## src/rtl/aq_djpeg_feeder.sv

```systemverilog
// aq_djpeg_feeder: fetches a word stream from memory through a prefetch FIFO into the JPEG decoder input.
// Optional EOI padding after the last word: define AQ_DJPEG_FEEDER_EOI_PAD_EN.
module aq_djpeg_feeder #(
  parameter int ADDR_W     = 20,
  parameter int FIFO_DEPTH = 4
) (
  input  logic              clk,
  input  logic              rst,
  input  logic              start,
  input  logic [ADDR_W-1:0] base_addr,
  input  logic [ADDR_W:0]   word_count,
  output logic              busy,
  output logic              done,
  output logic              underrun,
  output logic              mem_req,
  output logic [ADDR_W-1:0] mem_addr,
  input  logic              mem_gnt,
  input  logic              mem_rvalid,
  input  logic [31:0]       mem_rdata,
  output logic [31:0]       DataIn,
  output logic              DataInEnable,
  input  logic              DataInRead,
  input  logic              JpegDecodeIdle
);

  localparam int PTR_W = $clog2(FIFO_DEPTH);
  localparam int OCC_W = PTR_W + 1;
  localparam logic [PTR_W-1:0]  PTR_ONE   = PTR_W'(1);
  localparam logic [OCC_W-1:0]  OCC_ONE   = OCC_W'(1);
  localparam logic [OCC_W-1:0]  OCC_ZERO  = OCC_W'(0);
  localparam logic [ADDR_W:0]   CNT_ONE   = (ADDR_W+1)'(1);
  localparam logic [ADDR_W:0]   CNT_ZERO  = (ADDR_W+1)'(0);
  localparam logic [OCC_W:0]    DEPTH_SUM = (OCC_W+1)'(FIFO_DEPTH);
  localparam logic [31:0]       PAD_WORD  = 32'hFFD9FFD9;

  typedef enum logic [1:0] {
    S_IDLE   = 2'd0,
    S_STREAM = 2'd1,
    S_WAIT   = 2'd2
  } state_t;

  state_t             r_state;
  state_t             w_state_nxt;
  logic [ADDR_W-1:0]  r_base;
  logic [ADDR_W:0]    r_word_count;
  logic [ADDR_W:0]    r_req_cnt;
  logic [ADDR_W:0]    r_pop_cnt;
  logic [OCC_W-1:0]   r_outstanding;
  logic [OCC_W-1:0]   r_fifo_cnt;
  logic [PTR_W-1:0]   r_wptr;
  logic [PTR_W-1:0]   r_rptr;
  logic [31:0]        r_mem [FIFO_DEPTH];
  logic               r_done;
  logic               r_underrun;

  logic               w_start_acc;
  logic               w_grant;
  logic               w_push;
  logic               w_pop;
  logic               w_fifo_empty;
  logic               w_last_pop;
  logic               w_mem_req;
  logic               w_data_en;
  logic [31:0]        w_data;
  logic               w_underrun_set;
  logic [OCC_W:0]     w_credit_sum;

  assign w_start_acc  = start && (r_state == S_IDLE);
  assign w_fifo_empty = (r_fifo_cnt == OCC_ZERO);
  assign w_grant      = w_mem_req && mem_gnt;
  // Responses with nothing outstanding are stale (e.g. issued before a reset) and dropped.
  assign w_push       = mem_rvalid && (r_outstanding != OCC_ZERO);
  assign w_pop        = DataInRead && !w_fifo_empty;
  assign w_last_pop   = w_pop && ((r_pop_cnt + CNT_ONE) == r_word_count);

  // State register
  always_ff @(posedge clk or posedge rst) begin
    if (rst) begin
      r_state <= S_IDLE;
    end else begin
      r_state <= w_state_nxt;
    end
  end

  // Next-state logic
  always_comb begin
    w_state_nxt = r_state;
    case (r_state)
      S_IDLE: begin
        if (start) begin
          w_state_nxt = (word_count == CNT_ZERO) ? S_WAIT : S_STREAM;
        end else begin
          w_state_nxt = S_IDLE;
        end
      end
      S_STREAM: begin
        if (w_last_pop || (r_pop_cnt == r_word_count)) begin
          w_state_nxt = S_WAIT;
        end else begin
          w_state_nxt = S_STREAM;
        end
      end
      S_WAIT: begin
        if (JpegDecodeIdle) begin
          w_state_nxt = S_IDLE;
        end else begin
          w_state_nxt = S_WAIT;
        end
      end
      default: begin
        w_state_nxt = S_IDLE;
      end
    endcase
  end

  // Output decode: memory credit, decoder head word, underrun detection
  always_comb begin
    w_mem_req      = 1'b0;
    w_underrun_set = 1'b0;
    w_credit_sum   = {1'b0, r_outstanding} + {1'b0, r_fifo_cnt};
    w_data_en      = !w_fifo_empty;
    w_data         = w_fifo_empty ? 32'h0000_0000 : r_mem[r_rptr];
    case (r_state)
      S_STREAM: begin
        w_mem_req      = (r_req_cnt < r_word_count) && (w_credit_sum < DEPTH_SUM);
        w_underrun_set = DataInRead && w_fifo_empty;
      end
      S_WAIT: begin
`ifdef AQ_DJPEG_FEEDER_EOI_PAD_EN
        w_data_en = 1'b1;
        w_data    = w_fifo_empty ? PAD_WORD : r_mem[r_rptr];
`else
        w_underrun_set = DataInRead && w_fifo_empty;
`endif
      end
      default: begin
        w_mem_req      = 1'b0;
        w_underrun_set = 1'b0;
      end
    endcase
  end

  // Transfer parameters and progress counters
  always_ff @(posedge clk or posedge rst) begin
    if (rst) begin
      r_base       <= {ADDR_W{1'b0}};
      r_word_count <= CNT_ZERO;
      r_req_cnt    <= CNT_ZERO;
      r_pop_cnt    <= CNT_ZERO;
    end else if (w_start_acc) begin
      r_base       <= base_addr;
      r_word_count <= word_count;
      r_req_cnt    <= CNT_ZERO;
      r_pop_cnt    <= CNT_ZERO;
    end else begin
      if (w_grant) begin
        r_req_cnt <= r_req_cnt + CNT_ONE;
      end
      if (w_pop) begin
        r_pop_cnt <= r_pop_cnt + CNT_ONE;
      end
    end
  end

  // Outstanding-read credit and FIFO occupancy/pointers
  always_ff @(posedge clk or posedge rst) begin
    if (rst) begin
      r_outstanding <= OCC_ZERO;
      r_fifo_cnt    <= OCC_ZERO;
      r_wptr        <= {PTR_W{1'b0}};
      r_rptr        <= {PTR_W{1'b0}};
    end else begin
      case ({w_grant, w_push})
        2'b10:   r_outstanding <= r_outstanding + OCC_ONE;
        2'b01:   r_outstanding <= r_outstanding - OCC_ONE;
        default: r_outstanding <= r_outstanding;
      endcase
      case ({w_push, w_pop})
        2'b10:   r_fifo_cnt <= r_fifo_cnt + OCC_ONE;
        2'b01:   r_fifo_cnt <= r_fifo_cnt - OCC_ONE;
        default: r_fifo_cnt <= r_fifo_cnt;
      endcase
      if (w_push) begin
        r_wptr <= r_wptr + PTR_ONE;
      end
      if (w_pop) begin
        r_rptr <= r_rptr + PTR_ONE;
      end
    end
  end

  // FIFO storage; contents are only visible while occupancy is non-zero
  always_ff @(posedge clk) begin
    if (w_push) begin
      r_mem[r_wptr] <= mem_rdata;
    end
  end

  // Completion pulse and sticky underrun flag
  always_ff @(posedge clk or posedge rst) begin
    if (rst) begin
      r_done     <= 1'b0;
      r_underrun <= 1'b0;
    end else begin
      r_done <= (r_state == S_WAIT) && JpegDecodeIdle;
      if (w_start_acc) begin
        r_underrun <= 1'b0;
      end else if (w_underrun_set) begin
        r_underrun <= 1'b1;
      end
    end
  end

  assign busy         = (r_state != S_IDLE);
  assign done         = r_done;
  assign underrun     = r_underrun;
  assign mem_req      = w_mem_req;
  assign mem_addr     = r_base + r_req_cnt[ADDR_W-1:0];
  assign DataIn       = w_data;
  assign DataInEnable = w_data_en;

endmodule

```

## config.mk

```make
export PLATFORM = sky130hd
export DESIGN_NAME = aq_djpeg_feeder
export DESIGN_NICKNAME = d
export VERILOG_FILES = /design/src/rtl/aq_djpeg_feeder.sv
export SDC_FILE = /design/constraint.sdc
export NUM_CORES = 1
export LEC_CHECK = 0
export CAP_MARGIN = 20
export CORE_ASPECT_RATIO = 1.75
export CORE_MARGIN = 2
export CORE_UTILIZATION = 45
export CTS_CLUSTER_SIZE = 14
export DETAILED_ROUTE_END_ITERATION = 16
export PLACE_DENSITY = 0.67
export SYNTH_ARGS = -nofsm -noshare
export SYNTH_HDL_FRONTEND = slang
export SYNTH_SLANG_ARGS = --single-unit
```

## constraint.sdc

```tcl
create_clock -name clk -period 5.2 [get_ports clk]
set_clock_uncertainty 0.2 [all_clocks]
set_input_delay 1.04 -clock clk [delete_from_list [all_inputs] [get_ports clk]]
set_output_delay 1.04 -clock clk [all_outputs]
set_load 0.01 [all_outputs]
```

==> results list <==
- Counting distinct cell types in the post-synthesis netlist gives 58.
- Clock tree from TritonCTS: done
- Along the worst path, the maximum fanout reaches 7.
- Fmax achieved: 205 MHz
* Critical Path Sink Type: output port
- The hold violation total from the final report came to 0.
- For this design the static power due to leakage is 5.43 nW.
- Area of the core: 24600 sq um
- Slew Limit Headroom: 0.301
* Transition time of the tightest slew-check pin: 1050 ps
* HPWL after detailed placement: 17600 microns
* Final nets: 1215
- In the routed layout, each cell is associated on average with a via count of 5.50.
- Count of TritonRoute iterations in the first routing pass: 5
* Critical path origin: r_req_cnt[0]
- In the synthesized netlist, the number of instances is 947.
* CTS Sinks: 225
- In this run the number of H-tree levels came out at 1.
- Hold Path Class: reg2reg
* Series of cell instances along the critical path: ha_1 -> inv_1 -> fa_1 -> nor2b_1 -> o21a_1 -> o21ai_0 -> a21oi_2 -> a211oi_2 -> o31ai_1 -> a21oi_1 -> xnor2_1 -> clkdlybuf4s50_1
* Global placement routability congestion: 0.856
* I/O Buffers: 136
* Global route overflow: 0
* Final TNS setup: 0 ps
* Number of DRC violations after detailed routing: 0
- Worst Min Path Start: r_base[0]
- Share of the clock period used by the worst path: 0.940
- Area of all placed cells without fillers: 13700 sq um
- Via Count: 7728
* Effective utilization at floorplan: 0.459
* Std-Cell Rows: 76
- Post-synthesis instance area: 11300 sq um
* Slowest stage delay, CP: 550 ps
- Across the VDD grid, the largest voltage drop is 300 uV.
- Data arrives at the worst endpoint at 3650 ps.
* Synth warnings: 0
- The number of nets in the synthesized netlist is 1083.
* Final setup violation count: 0
* IO Count: 137
- The worst setup path is launched from a flip-flop.
- Once placement finished, the instance area stood at 13000 sq um.
- Of all flip-flops after synthesis, the portion carrying an async set or reset was 0.431.
* Layout area overhead: 20.9%
- Top-count cell post-synth: sky130_fd_sc_hd__edfxtp_1
* Number of flops mapped to enable cells by yosys: 128
- Fillcell total: 2059
- In the global route stage, overall resource usage came out at 0.194.
* Clk_lat worst skew: 510 ps
* Reported max-cap violation count: 0
- Setup repair after global routing left no endpoint under its margin.
* Root buffer cell: sky130_fd_sc_hd__clkbuf_16
* Commonest cells in the synthesized netlist: 128 x sky130_fd_sc_hd__edfxtp_1, 119 x sky130_fd_sc_hd__nand2_1, 97 x sky130_fd_sc_hd__dfrtp_1
* Yosys reg bits: 225
- Height of the chip: 214 microns
* Wire length of the first global-routing pass: 39900 microns
* Post-route minimum period: 4890 ps
- Fraction of layout instances using a drive strength above 1: 0.0786
- CTS max path bufs: 3
* Antenna violations before repair: 0
- For this design, the slowest cell found on the critical path is sky130_fd_sc_hd__clkdlybuf4s50_1.
- Final hold slack: 284 ps
- The number of clock buffers added by TritonCTS is 21.
- Diode insertion count for antenna repair: 0
* Crit Reg-Reg Startpoint: r_fifo_cnt[0]
- Cell types with the largest area share after synthesis: sky130_fd_sc_hd__edfxtp_1 34%, sky130_fd_sc_hd__dfrtp_1 21%, sky130_fd_sc_hd__mux4_2 6.4%
- Clock-pin slew reported for the worst setup and hold paths after clock tree synthesis: 60 ps
* Type of the worst setup path: reg2out
- Antenna viol nets, final: 0
- Number of max-slew violations in the final report: 0
* Average wire per standard cell: 17.7 microns
- The number of global-route vias before repair came to 8005.
- Average size of a mapped cell: 11.9 sq um
* Total Routed Length: 25000 microns
- Initial DRC count: 337
- Synth top area share: 0.340
- In this run the post-CTS setup repair buffer count came out at 0.
* Share of the yosys chip area belonging to registers: 0.555
* Areal power density over the cells: 511 nW/um^2
* Floorplan die area: 26400 sq um
* Largest area contributor in the netlist: sky130_fd_sc_hd__edfxtp_1
- CP Data Required Time: 3960 ps
- Width of the die: 124 microns
- Among all flip-flop cells after synthesis, the most frequent one is sky130_fd_sc_hd__edfxtp_1.
- Entering global routing, the biggest net connects 100 pins.
* Run status: complete, no violations
[repair_timing]
| item | in CTS | in global routing |
|---|---|---|
| gates resized for setup | 0 | 2 |
| hold buffers | 0 | 0 |
| endpoints found under the setup margin | 0 | 1 |
[critical path, delay by kind of cell (launching register included)]
family | cells | cell delay [ps]
buf+inv | 2 | 610
xor+xnor | 1 | 150
simple gates | 1 | 130
fa+ha+maj | 2 | 640
flops | 1 | 460
compound gates | 6 | 1120
[power breakdown]
group / switching, W / internal (W)
Sequential: 0.000336 / 0.00235
Combinational: 0.00131 / 0.00148
Clock: 0.000648 / 0.000847
[path summary, 6_finish.rpt]
kind	end	slack, ps	cells after the start
hold / removal	r_base[0]	280	2
min in group asynchronous	r_base[1]	840	2
max in group asynchronous	r_req_cnt[18]	3160	3
setup reg to reg	r_state[0]	1470	12
hold reg to reg	r_base[0]	280	2
setup / recovery	mem_addr[18]	310	12
[cell type report]
class,count,area (sq um),area share
inverter,48,183,0.0134
tap,312,390,0.0286
timing repair buffer,149,1460,0.107
clock buffer,28,552,0.0404
sequential,225,6270,0.459
clock inverter,10,98.8,0.00724
multi-input combinational,634,4700,0.344
[cell families (layout without fill, tap and decap cells)]
logic type / after synthesis / after routing / share of synthesized area
compound gates: 147 / 147 / 0.0827
xor+xnor: 76 / 76 / 0.0602
fa+ha+maj: 56 / 56 / 0.0640
buf+inv: 88 / 235 / 0.0300
flops: 225 / 225 / 0.555
mux: 37 / 37 / 0.0682
simple gates: 318 / 318 / 0.140
[state kept, by name, indices dropped and copies added (netlist names)]
register / cells
done: 1
r_base: 20
r_fifo_cnt: 3
r_mem: 128
r_outstanding: 3
r_pop_cnt: 21
r_req_cnt: 21
r_rptr: 2
r_state: 2
r_word_count: 21
r_wptr: 2
underrun: 1
[cells in the final DEF (no fill, tap or decap), types with 5 or more instances in the layout]
master	Yosys	final
sky130_fd_sc_hd__a21o_1	11	11
sky130_fd_sc_hd__a21oi_1	39	38
sky130_fd_sc_hd__and2_1	41	40
sky130_fd_sc_hd__and3_1	11	11
sky130_fd_sc_hd__buf_4	0	13
sky130_fd_sc_hd__clkbuf_1	27	7
sky130_fd_sc_hd__clkbuf_16	0	21
sky130_fd_sc_hd__clkdlybuf4s50_1	0	136
sky130_fd_sc_hd__dfrtp_1	97	95
sky130_fd_sc_hd__edfxtp_1	128	128
sky130_fd_sc_hd__ha_1	53	53
sky130_fd_sc_hd__inv_1	47	46
sky130_fd_sc_hd__mux2i_1	5	5
sky130_fd_sc_hd__mux4_2	32	32
sky130_fd_sc_hd__nand2_1	119	119
sky130_fd_sc_hd__nand2b_1	15	15
sky130_fd_sc_hd__nand3_1	25	25
sky130_fd_sc_hd__nand4_1	15	15
sky130_fd_sc_hd__nor2_1	36	36
sky130_fd_sc_hd__nor3_1	13	13
sky130_fd_sc_hd__nor4_1	6	6
sky130_fd_sc_hd__o211ai_1	13	13
sky130_fd_sc_hd__o21ai_0	39	39
sky130_fd_sc_hd__o31ai_1	12	12
sky130_fd_sc_hd__or3_1	14	14
sky130_fd_sc_hd__or4_1	11	11
sky130_fd_sc_hd__xnor2_1	51	51
sky130_fd_sc_hd__xor2_1	24	24
[layer usage]
layer  share of wire  vias up  global-route usage
met5               0        -                   0
met4           0.043        0              0.0893
met3           0.037       65              0.0213
met2            0.54      187               0.365
met1            0.38     3798               0.216
li1                -     3678                   -
[per-stage QoR]
| step | utilization | power [W] | instances | setup slack [ps] |
|---|---|---|---|---|
| after global placement | 0.528 | 0.00551 | 1368 | 737 |
| final | 0.555 | 0.00698 | 1406 | 314 |
| after detailed placement | 0.528 | 0.00556 | 1368 | 668 |
| after floorplan | - | 0.00438 | 947 | 1430 |
| after global routing | 0.555 | 0.00744 | 1406 | 47.4 |
| after CTS | 0.554 | 0.00708 | 1406 | 124 |
(Power assumes the default switching activity.)
